### config.mk
export PLATFORM = sky130hd
export DESIGN_NAME = matvec_mac_engine
export DESIGN_NICKNAME = d
export VERILOG_FILES = /design/src/rtl/matvec_mac_engine.sv
export SDC_FILE = /design/constraint.sdc
export NUM_CORES = 1
export LEC_CHECK = 0
export CORE_MARGIN = 5
export CORE_UTILIZATION = 55
export CTS_CLUSTER_SIZE = 16
export DETAILED_ROUTE_END_ITERATION = 16
export GPL_TIMING_DRIVEN = 0
export MAX_ROUTING_LAYER = met4
export PLACE_DENSITY = 0.78
export SLEW_MARGIN = 20
export SYNTH_ARGS = -nofsm -noshare
export SYNTH_HDL_FRONTEND = slang
export SYNTH_SLANG_ARGS = --single-unit
### constraint.sdc
create_clock -name clk -period 9.15 [get_ports clk]
set_input_delay 1.83 -clock clk [delete_from_list [all_inputs] [get_ports clk]]
set_output_delay 1.83 -clock clk [all_outputs]
set_load 0.01 [all_outputs]
### src/rtl/matvec_mac_engine.sv
// Matrix-vector multiply-accumulate engine: streams each row of A against
// vector B from the operand RAM, accumulates the dot product, then writes the
// scaled, saturated result to the result RAM. Pulses done when all rows are
// written.
module matvec_mac_engine #(
    parameter int unsigned WIDTH         = 8,
    parameter int unsigned ROWS          = 64,
    parameter int unsigned COLS          = 8,
    parameter int unsigned A_ADDR_BITS   = 9,
    parameter int unsigned B_ADDR_BITS   = 3,
    parameter int unsigned RES_ADDR_BITS = 6
) (
    input  logic                     clk,
    input  logic                     resetn,
    input  logic                     start,
    output logic                     busy,
    output logic                     done,
    output logic                     a_read_en,
    output logic [A_ADDR_BITS-1:0]   a_read_addr,
    input  logic [WIDTH-1:0]         a_read_data,
    output logic                     b_read_en,
    output logic [B_ADDR_BITS-1:0]   b_read_addr,
    input  logic [WIDTH-1:0]         b_read_data,
    output logic                     res_write_en,
    output logic [RES_ADDR_BITS-1:0] res_write_addr,
    output logic [WIDTH-1:0]         res_write_data
);

    localparam int unsigned COL_BITS = $clog2(COLS);
    localparam int unsigned ACC_W    = 2 * WIDTH + COL_BITS;
    localparam int unsigned SHIFT_W  = ACC_W - WIDTH;

    typedef enum logic [2:0] {
        ST_IDLE,
        ST_RUN,
        ST_DRAIN,
        ST_WRITE,
        ST_DONE
    } state_t;

    state_t                   state, state_nxt;
    logic [RES_ADDR_BITS-1:0] row, row_nxt;
    logic [B_ADDR_BITS-1:0]   col, col_nxt;
    logic [ACC_W-1:0]         acc, acc_nxt;
    logic                     issue_d, issue_d_nxt;

    logic                     busy_nxt;
    logic                     done_nxt;
    logic                     rd_en_nxt;
    logic [A_ADDR_BITS-1:0]   a_addr_nxt;
    logic [B_ADDR_BITS-1:0]   b_addr_nxt;
    logic                     wr_en_nxt;
    logic [RES_ADDR_BITS-1:0] wr_addr_nxt;
    logic [WIDTH-1:0]         wr_data_nxt;

    logic [ACC_W-1:0]         prod_c;
    logic [SHIFT_W-1:0]       acc_shift_c;

    // Unsigned operand product at full accumulator width.
    assign prod_c = ACC_W'(a_read_data) * ACC_W'(b_read_data);

    // Scaled value of the accumulator as it will stand entering WRITE.
    assign acc_shift_c = acc_nxt[ACC_W-1:WIDTH];

    // Next-state, datapath and next-output decode.
    always_comb begin
        state_nxt   = state;
        row_nxt     = row;
        col_nxt     = col;
        acc_nxt     = acc;
        issue_d_nxt = issue_d;

        // Operand data lags the read issue by one cycle.
        if (issue_d) begin
            acc_nxt = acc + prod_c;
        end

        case (state)
            ST_IDLE: begin
                if (start) begin
                    row_nxt   = '0;
                    col_nxt   = '0;
                    acc_nxt   = '0;
                    state_nxt = ST_RUN;
                end
            end
            ST_RUN: begin
                issue_d_nxt = 1'b1;
                if (col == B_ADDR_BITS'(COLS - 1)) begin
                    col_nxt   = '0;
                    state_nxt = ST_DRAIN;
                end else begin
                    col_nxt = col + B_ADDR_BITS'(1);
                end
            end
            ST_DRAIN: begin
                issue_d_nxt = 1'b0;
                state_nxt   = ST_WRITE;
            end
            ST_WRITE: begin
                acc_nxt = '0;
                if (row == RES_ADDR_BITS'(ROWS - 1)) begin
                    state_nxt = ST_DONE;
                end else begin
                    row_nxt   = row + RES_ADDR_BITS'(1);
                    state_nxt = ST_RUN;
                end
            end
            ST_DONE: begin
                state_nxt = ST_IDLE;
            end
            default: begin
                state_nxt = ST_IDLE;
            end
        endcase

        busy_nxt    = (state_nxt != ST_IDLE);
        done_nxt    = (state_nxt == ST_DONE);
        rd_en_nxt   = (state_nxt == ST_RUN);
        a_addr_nxt  = '0;
        b_addr_nxt  = '0;
        wr_en_nxt   = (state_nxt == ST_WRITE);
        wr_addr_nxt = '0;
        wr_data_nxt = '0;

        if (rd_en_nxt) begin
            a_addr_nxt = A_ADDR_BITS'(A_ADDR_BITS'(row_nxt) * A_ADDR_BITS'(COLS)
                                      + A_ADDR_BITS'(col_nxt));
            b_addr_nxt = col_nxt;
        end

        if (wr_en_nxt) begin
            wr_addr_nxt = row_nxt;
            // Saturate when the scaled sum no longer fits one result word.
            if (|acc_shift_c[SHIFT_W-1:WIDTH]) begin
                wr_data_nxt = '1;
            end else begin
                wr_data_nxt = acc_shift_c[WIDTH-1:0];
            end
        end
    end

    // State, datapath and registered outputs; reset clears all asynchronously.
    always_ff @(posedge clk or negedge resetn) begin
        if (!resetn) begin
            state          <= ST_IDLE;
            row            <= '0;
            col            <= '0;
            acc            <= '0;
            issue_d        <= 1'b0;
            busy           <= 1'b0;
            done           <= 1'b0;
            a_read_en      <= 1'b0;
            a_read_addr    <= '0;
            b_read_en      <= 1'b0;
            b_read_addr    <= '0;
            res_write_en   <= 1'b0;
            res_write_addr <= '0;
            res_write_data <= '0;
        end else begin
            state          <= state_nxt;
            row            <= row_nxt;
            col            <= col_nxt;
            acc            <= acc_nxt;
            issue_d        <= issue_d_nxt;
            busy           <= busy_nxt;
            done           <= done_nxt;
            a_read_en      <= rd_en_nxt;
            a_read_addr    <= a_addr_nxt;
            b_read_en      <= rd_en_nxt;
            b_read_addr    <= b_addr_nxt;
            res_write_en   <= wr_en_nxt;
            res_write_addr <= wr_addr_nxt;
            res_write_data <= wr_data_nxt;
        end
    end

endmodule

# == Word-level counts from Yosys, hierarchy flattened ==
# Index checks and enable logic that the tools add are counted.
# classes
addsub,4
mul,1
n_eq_ne,8
n_mux,19
n_reduce_logical,4
# ops
cell,count
19-bit 2-to-1 mux,2
19-bit case mux with 2 select lines,1
19-bit by 16-bit adder with 19-bit output,1
3-bit 2-to-1 mux,6
6-bit 2-to-1 mux,3
8-bit by 8-bit multiplier with 16-bit output,1
8-bit 2-to-1 mux,2
3-bit case mux with 4 select lines,1
6-bit case mux with 2 select lines,1
9-bit by 3-bit adder with 9-bit output,1
3-bit by 2-bit equality test with 1-bit output (second input constant),3
9-bit 2-to-1 mux,1
6-bit by 1-bit adder with 6-bit output (second input constant),1
3-bit by 1-bit equality test with 1-bit output (second input constant),2
3-bit equality test (second input constant),2
6-bit equality test (second input constant),1
3-bit case mux with 2 select lines,1
3-bit by 1-bit adder with 3-bit output (second input constant),1
3-bit zero test,1
3-bit nonzero test,1
3-bit OR reduction,1
1-bit case mux with 2 select lines,1
2-bit nonzero test,1
# word_totals
ff_bits,62
input_bits,19
word_cells,49

# == Depth between registers and ports, before layout ==
# Gate-level depths: netlist of the first run.
# depth
ltp_word,8
mapped_depth,18
depth_no_buf,17

# == Worst setup path after synthesis of the first run ==
# No wires, ideal clock.
# synth_timing
path_type,in2reg
startpoint,in b_read_data[1]
endpoint,reg res_write_data[0]
setup_ns,0.065
arrival_time_ns,5.999
t_required_ns,9.085
slack_ns,3.085
path_stages,17
path_buffers,1
cell_sequence,clkbuf_1 -> nand2_1 -> fa_1 -> inv_1 -> fa_1 -> fa_1 -> inv_1 -> fa_1 -> inv_1 -> ha_1 -> a21o_1 -> a31o_2 -> a21oi_2 -> o41ai_4 -> mux2i_1 -> o311ai_4 -> o21a_1
# synth_between
elab_chain_cells,8
# synth_rtl
element,line_no,text
start: declaration,23,"input logic [WIDTH-1:0] b_read_data,"
8-bit by 8-bit multiplier with 16-bit output (*),60,assign prod_c = ACC_W'(a_read_data) * ACC_W'(b_read_data);
19-bit by 16-bit adder with 19-bit output (*),75,acc_nxt = acc + prod_c;
19-bit 2-to-1 mux (*),74,if (issue_d) begin
19-bit 2-to-1 mux,80,if (start) begin
19-bit case mux with 2 select lines (*),78,case (state)
3-bit OR reduction,135,if (|acc_shift_c[SHIFT_W-1:WIDTH]) begin
8-bit 2-to-1 mux (*),135,
8-bit 2-to-1 mux (*),132,if (wr_en_nxt) begin
named net wr_data_nxt[0],54,logic [WIDTH-1:0] wr_data_nxt;
end signal: assignment,174,res_write_data <= wr_data_nxt;
end: declaration,26,output logic [WIDTH-1:0] res_write_data
# Mark *: on every way through the listed nets, which the timed path passes. The rest lies on a longest branch.
# A chain may end at the register's enable or synchronous reset.

# == Final worst setup path of the first run ==
# layout_timing
startpoint,in a_read_data[4]
endpoint,reg res_write_data[3]
# layout_between
elab_chain_cells,8
# layout_rtl
element,line_no,text
start: declaration,20,"input logic [WIDTH-1:0] a_read_data,"
8-bit by 8-bit multiplier with 16-bit output (*),60,
19-bit by 16-bit adder with 19-bit output (*),75,
19-bit 2-to-1 mux (*),74,
19-bit 2-to-1 mux,80,
19-bit case mux with 2 select lines (*),78,
3-bit OR reduction,135,
8-bit 2-to-1 mux (*),135,
8-bit 2-to-1 mux (*),132,
named net wr_data_nxt[3],54,
# Marks and branches as above.

==> impl_metrics.json, run 1 <==
{
  "fin_nets": 701,
  "drt_first_pass_iters": 4,
  "die_area_sq_um": 11300,
  "p_leak_nw": 2.97,
  "numPortBuffers": 47,
  "fp-row-count": 35,
  "cts_sinks": 59,
  "routedWlPerCell_um": 14.7,
  "yosysWarnings": 0,
  "drive_gt1_share_pct": 4.90,
  "clock_path_buffers": 2,
  "ir_drop_mv": 0.183,
  "hold_violations": 0,
  "fin_crit_ps": 6750,
  "powerDensity_nw_per_um2": 334,
  "min_from": "acc[6]",
  "final.period_utilization_pct": 73.8,
  "synth_area_leader_cell": "dfrtp_1",
  "coreArea_sq_um": 9110,
  "worst_ep_arrival_time_ps": 7010,
  "worst_slew_pin_slew_ps": 722,
  "synth_ff_type": "dfrtp_1",
  "ys_seq_elements": 59,
  "vias_per_cell": 5.29,
  "p_total_mw": 1.97,
  "setup_viol": 0,
  "io_pins": 50,
  "synth_nets": 643,
  "overflow": 0,
  "wl_mm": 10.3,
  "htreeDepth": 3,
  "gp_congestion": 0.902,
  "cts_made_buffers": 9,
  "synth_top_area_share_pct": 29.1,
  "die_h_um": 106,
  "crit_fanout": 8,
  "ys_top_cells_by_area": "dfrtp_1 29%, fa_1 20%, ha_1 11%",
  "ctsHoldBuffers": 0,
  "combPwrFrac_pct": 70.3,
  "cp-end-kind": "flop",
  "synth_edf_count": 0,
  "tritoncts": "built",
  "rsz0062_at_grt": "no",
  "clockPowerShare_pct": 12.9,
  "grt_max_degree": 60,
  "crit_type": "input pin to flop",
  "r2r_setup_slack_ps": 4480,
  "clock_latency_ps": 330,
  "drtIter0Drc": 142,
  "hold_path_end": "acc[6]",
  "ys_types": 51,
  "tns_ps": 0,
  "vias": 3716,
  "grt_first_pass_wirelength_mm": 18.5,
  "min_path_type": "flop to flop",
  "clk_pin_slew_worst_paths_ps": 60,
  "r2r_start": "acc[7]",
  "worstHoldPathCells": 2,
  "seq_area_frac_synth_pct": 29.1,
  "synth_area_sq_um": 5080,
  "drv_cap": 0,
  "slew_viol_final": 0,
  "grt_pass1_vias": 3994,
  "place_inst": 688,
  "grt_util_all_layers_pct": 20.9,
  "dpl-instance-area_sq_um": 5680,
  "design_area_sq_um": 5900,
  "syn_area_per_cell_sq_um": 9.58,
  "ant_nets": 0,
  "r2r-end": "res_write_data[3]",
  "status": "finished, final reports clean",
  "p_switching_mw": 0.936,
  "post_cts_resized": 0,
  "initial_core_util_pct": 55.7,
  "cts_setup_buffers": 0,
  "cts_root_buffer": "clkbuf_8",
  "swShare_pct": 47.5,
  "dieWidth_um": 106,
  "holdWs_ps": 519,
  "layout.cells.non_filler": 703,
  "cp-start-kind": "input pin",
  "finClkSkew_ps": 7.88,
  "area_growth_pct": 16.2,
  "hpwl_mm": 8.42,
  "drc": 0,
  "fmax_ghz": 0.148,
  "synth_cells": 530,
  "required_ps": 9410,
  "async_reset_ff_share_pct": 100,
  "diodes": 0,
  "slew_headroom_pct": 51.9,
  "internal_power_mw": 1.03,
  "reg2reg_depth": 16,
  "p_seq_share_pct": 16.8,
  "antenna_found_initial": 0
}
[layout by cell type (no fill, tap or decap), drive strengths merged, types with 2 or more instances in the layout]
cell type,count
nand2b,4
buf,8
o211ai,5
ha,44
mux2i,14
nand3b,4
inv,110
clkdlybuf4s50,46
clkinvlp,2
nor2b,5
nand2,41
fa,50
a211oi,7
o21bai,2
o21ai,17
nor2,41
xnor2,8
a21oi,15
bufinv,2
and3,2
nor3,4
xor2,2
clkbuf,18
a22o,3
dfrtp,59
and2,36
a311oi,2
a21o,7
a31oi,2
nand3,3
nor3b,3
o21a,10
[stage by stage]
step / util [%] / setup slack [ps]
final: 64.8 / 2400
after detailed placement: 62.4 / 2120
after global placement: 62.4 / 2210
after CTS: 64.8 / 2430
after floorplan: - / 3090
after global routing: 64.8 / 2200
[cells by family (layout without fill, tap and decap cells)]
| logic type | after synthesis | in the layout | synth area share, % |
|---|---|---|---|
| compound gates | 81 | 81 | 11.9 |
| buf+inv | 125 | 187 | 9.59 |
| flops | 59 | 59 | 29.1 |
| mux | 14 | 14 | 2.76 |
| xor+xnor | 10 | 10 | 1.73 |
| fa+ha+maj | 94 | 94 | 30.6 |
| simple gates | 147 | 147 | 14.4 |
[power groups by stage]
| stage | clock network, mW | logic [mW] | registers (mW) |
|---|---|---|---|
| 3_5_place_dp | 0 | 1.36 | 0.336 |
| 3_3_place_gp | 0 | 1.33 | 0.333 |
| 2_1_floorplan | 0 | 1.08 | 0.328 |
| 4_1_cts | 0.261 | 1.39 | 0.331 |
| 5_1_grt | 0.274 | 1.59 | 0.336 |
| 6_report | 0.255 | 1.38 | 0.330 |
[metal layers]
metal  part of all wire, %  GRT usage, %  up-vias
li1                      -             -     1801
met1                    45          27.0     1790
met2                    50          34.8      112
met3                   4.6          4.13       13
met4                   1.1          4.16        0
met5                     0             -        -
[flip-flops by register name, summed over array words and instances, names as in the netlist, 2 cells and up]
register	count
col	3
b_read_addr	2
a_read_addr	7
res_write_addr	6
state	3
row	6
acc	19
res_write_data	8
[Yosys cell counts (all sizes together) (2+ instances only)]
master and count:
inv 110, dfrtp 59, fa 50, ha 44, nand2 41, nor2 41
and2 36, o21ai 17, a21oi 15, mux2i 14, o21a 10, xnor2 8
a211oi 7, a21o 7, buf 7, clkbuf 7, nor2b 5, o211ai 5
nand2b 4, nand3b 4, nor3 4, a22o 3, nand3 3, nor3b 3
a311oi 2, a31oi 2, and3 2, o21bai 2, xor2 2
[how the worst max path moves through the flow]
stage          depth (start not counted)           start  slack, ps                 to
6_report                              16  a_read_data[4]       2400  res_write_data[3]
4_1_cts                               16  a_read_data[4]       2430  res_write_data[3]
3_3_place_gp                          16  a_read_data[4]       2210  res_write_data[7]
5_1_grt                               17  a_read_data[5]       2200  res_write_data[0]
3_5_place_dp                          16  a_read_data[4]       2120  res_write_data[1]
2_1_floorplan                         17  b_read_data[1]       3090  res_write_data[0]
[layout make-up]
type,count,area (sq um)
Buffer,14,70.1
Clock inverter,4,75.1
Inverter,111,417
Clock buffer,11,141
Sequential cell,59,1480
Timing Repair Buffer,47,468
Tap cell,111,139
Multi-Input combinational cell,346,3110
Fill cell,791,3210
[critical path: stages]
cell,delay (ps)
clkdlybuf4s50_1,580
and2_1,270
fa_1,500
fa_1,540
fa_1,560
inv_1,60
fa_1,530
inv_1,40
ha_1,360
a21oi_1,240
o21ai_0,160
a221oi_2,330
o41ai_4,130
mux2i_1,190
o311ai_4,490
o21a_1,180
No activity file was read; power rests on OpenSTA's default activity.
==> run 2, diff against run 1 <==
==> constraint.sdc (replaced) <==
create_clock -name clk -period 6.85 [get_ports clk]
set_input_delay 1.37 -clock clk [delete_from_list [all_inputs] [get_ports clk]]
set_output_delay 1.37 -clock clk [all_outputs]
set_load 0.01 [all_outputs]
==> results of run 2 <==
Same layout as run 1 (identical final DEF). Status: finished, final reports clean.
Among the figures that moved: setup slack after placement 2120 ps -> 277 ps; setup slack after layout 2400 ps -> 560 ps; register-to-register setup slack 4480 ps -> 2180 ps; total power 1.97 mW -> 2.63 mW; worst IR drop on VDD 0.183 mV -> 0.245 mV
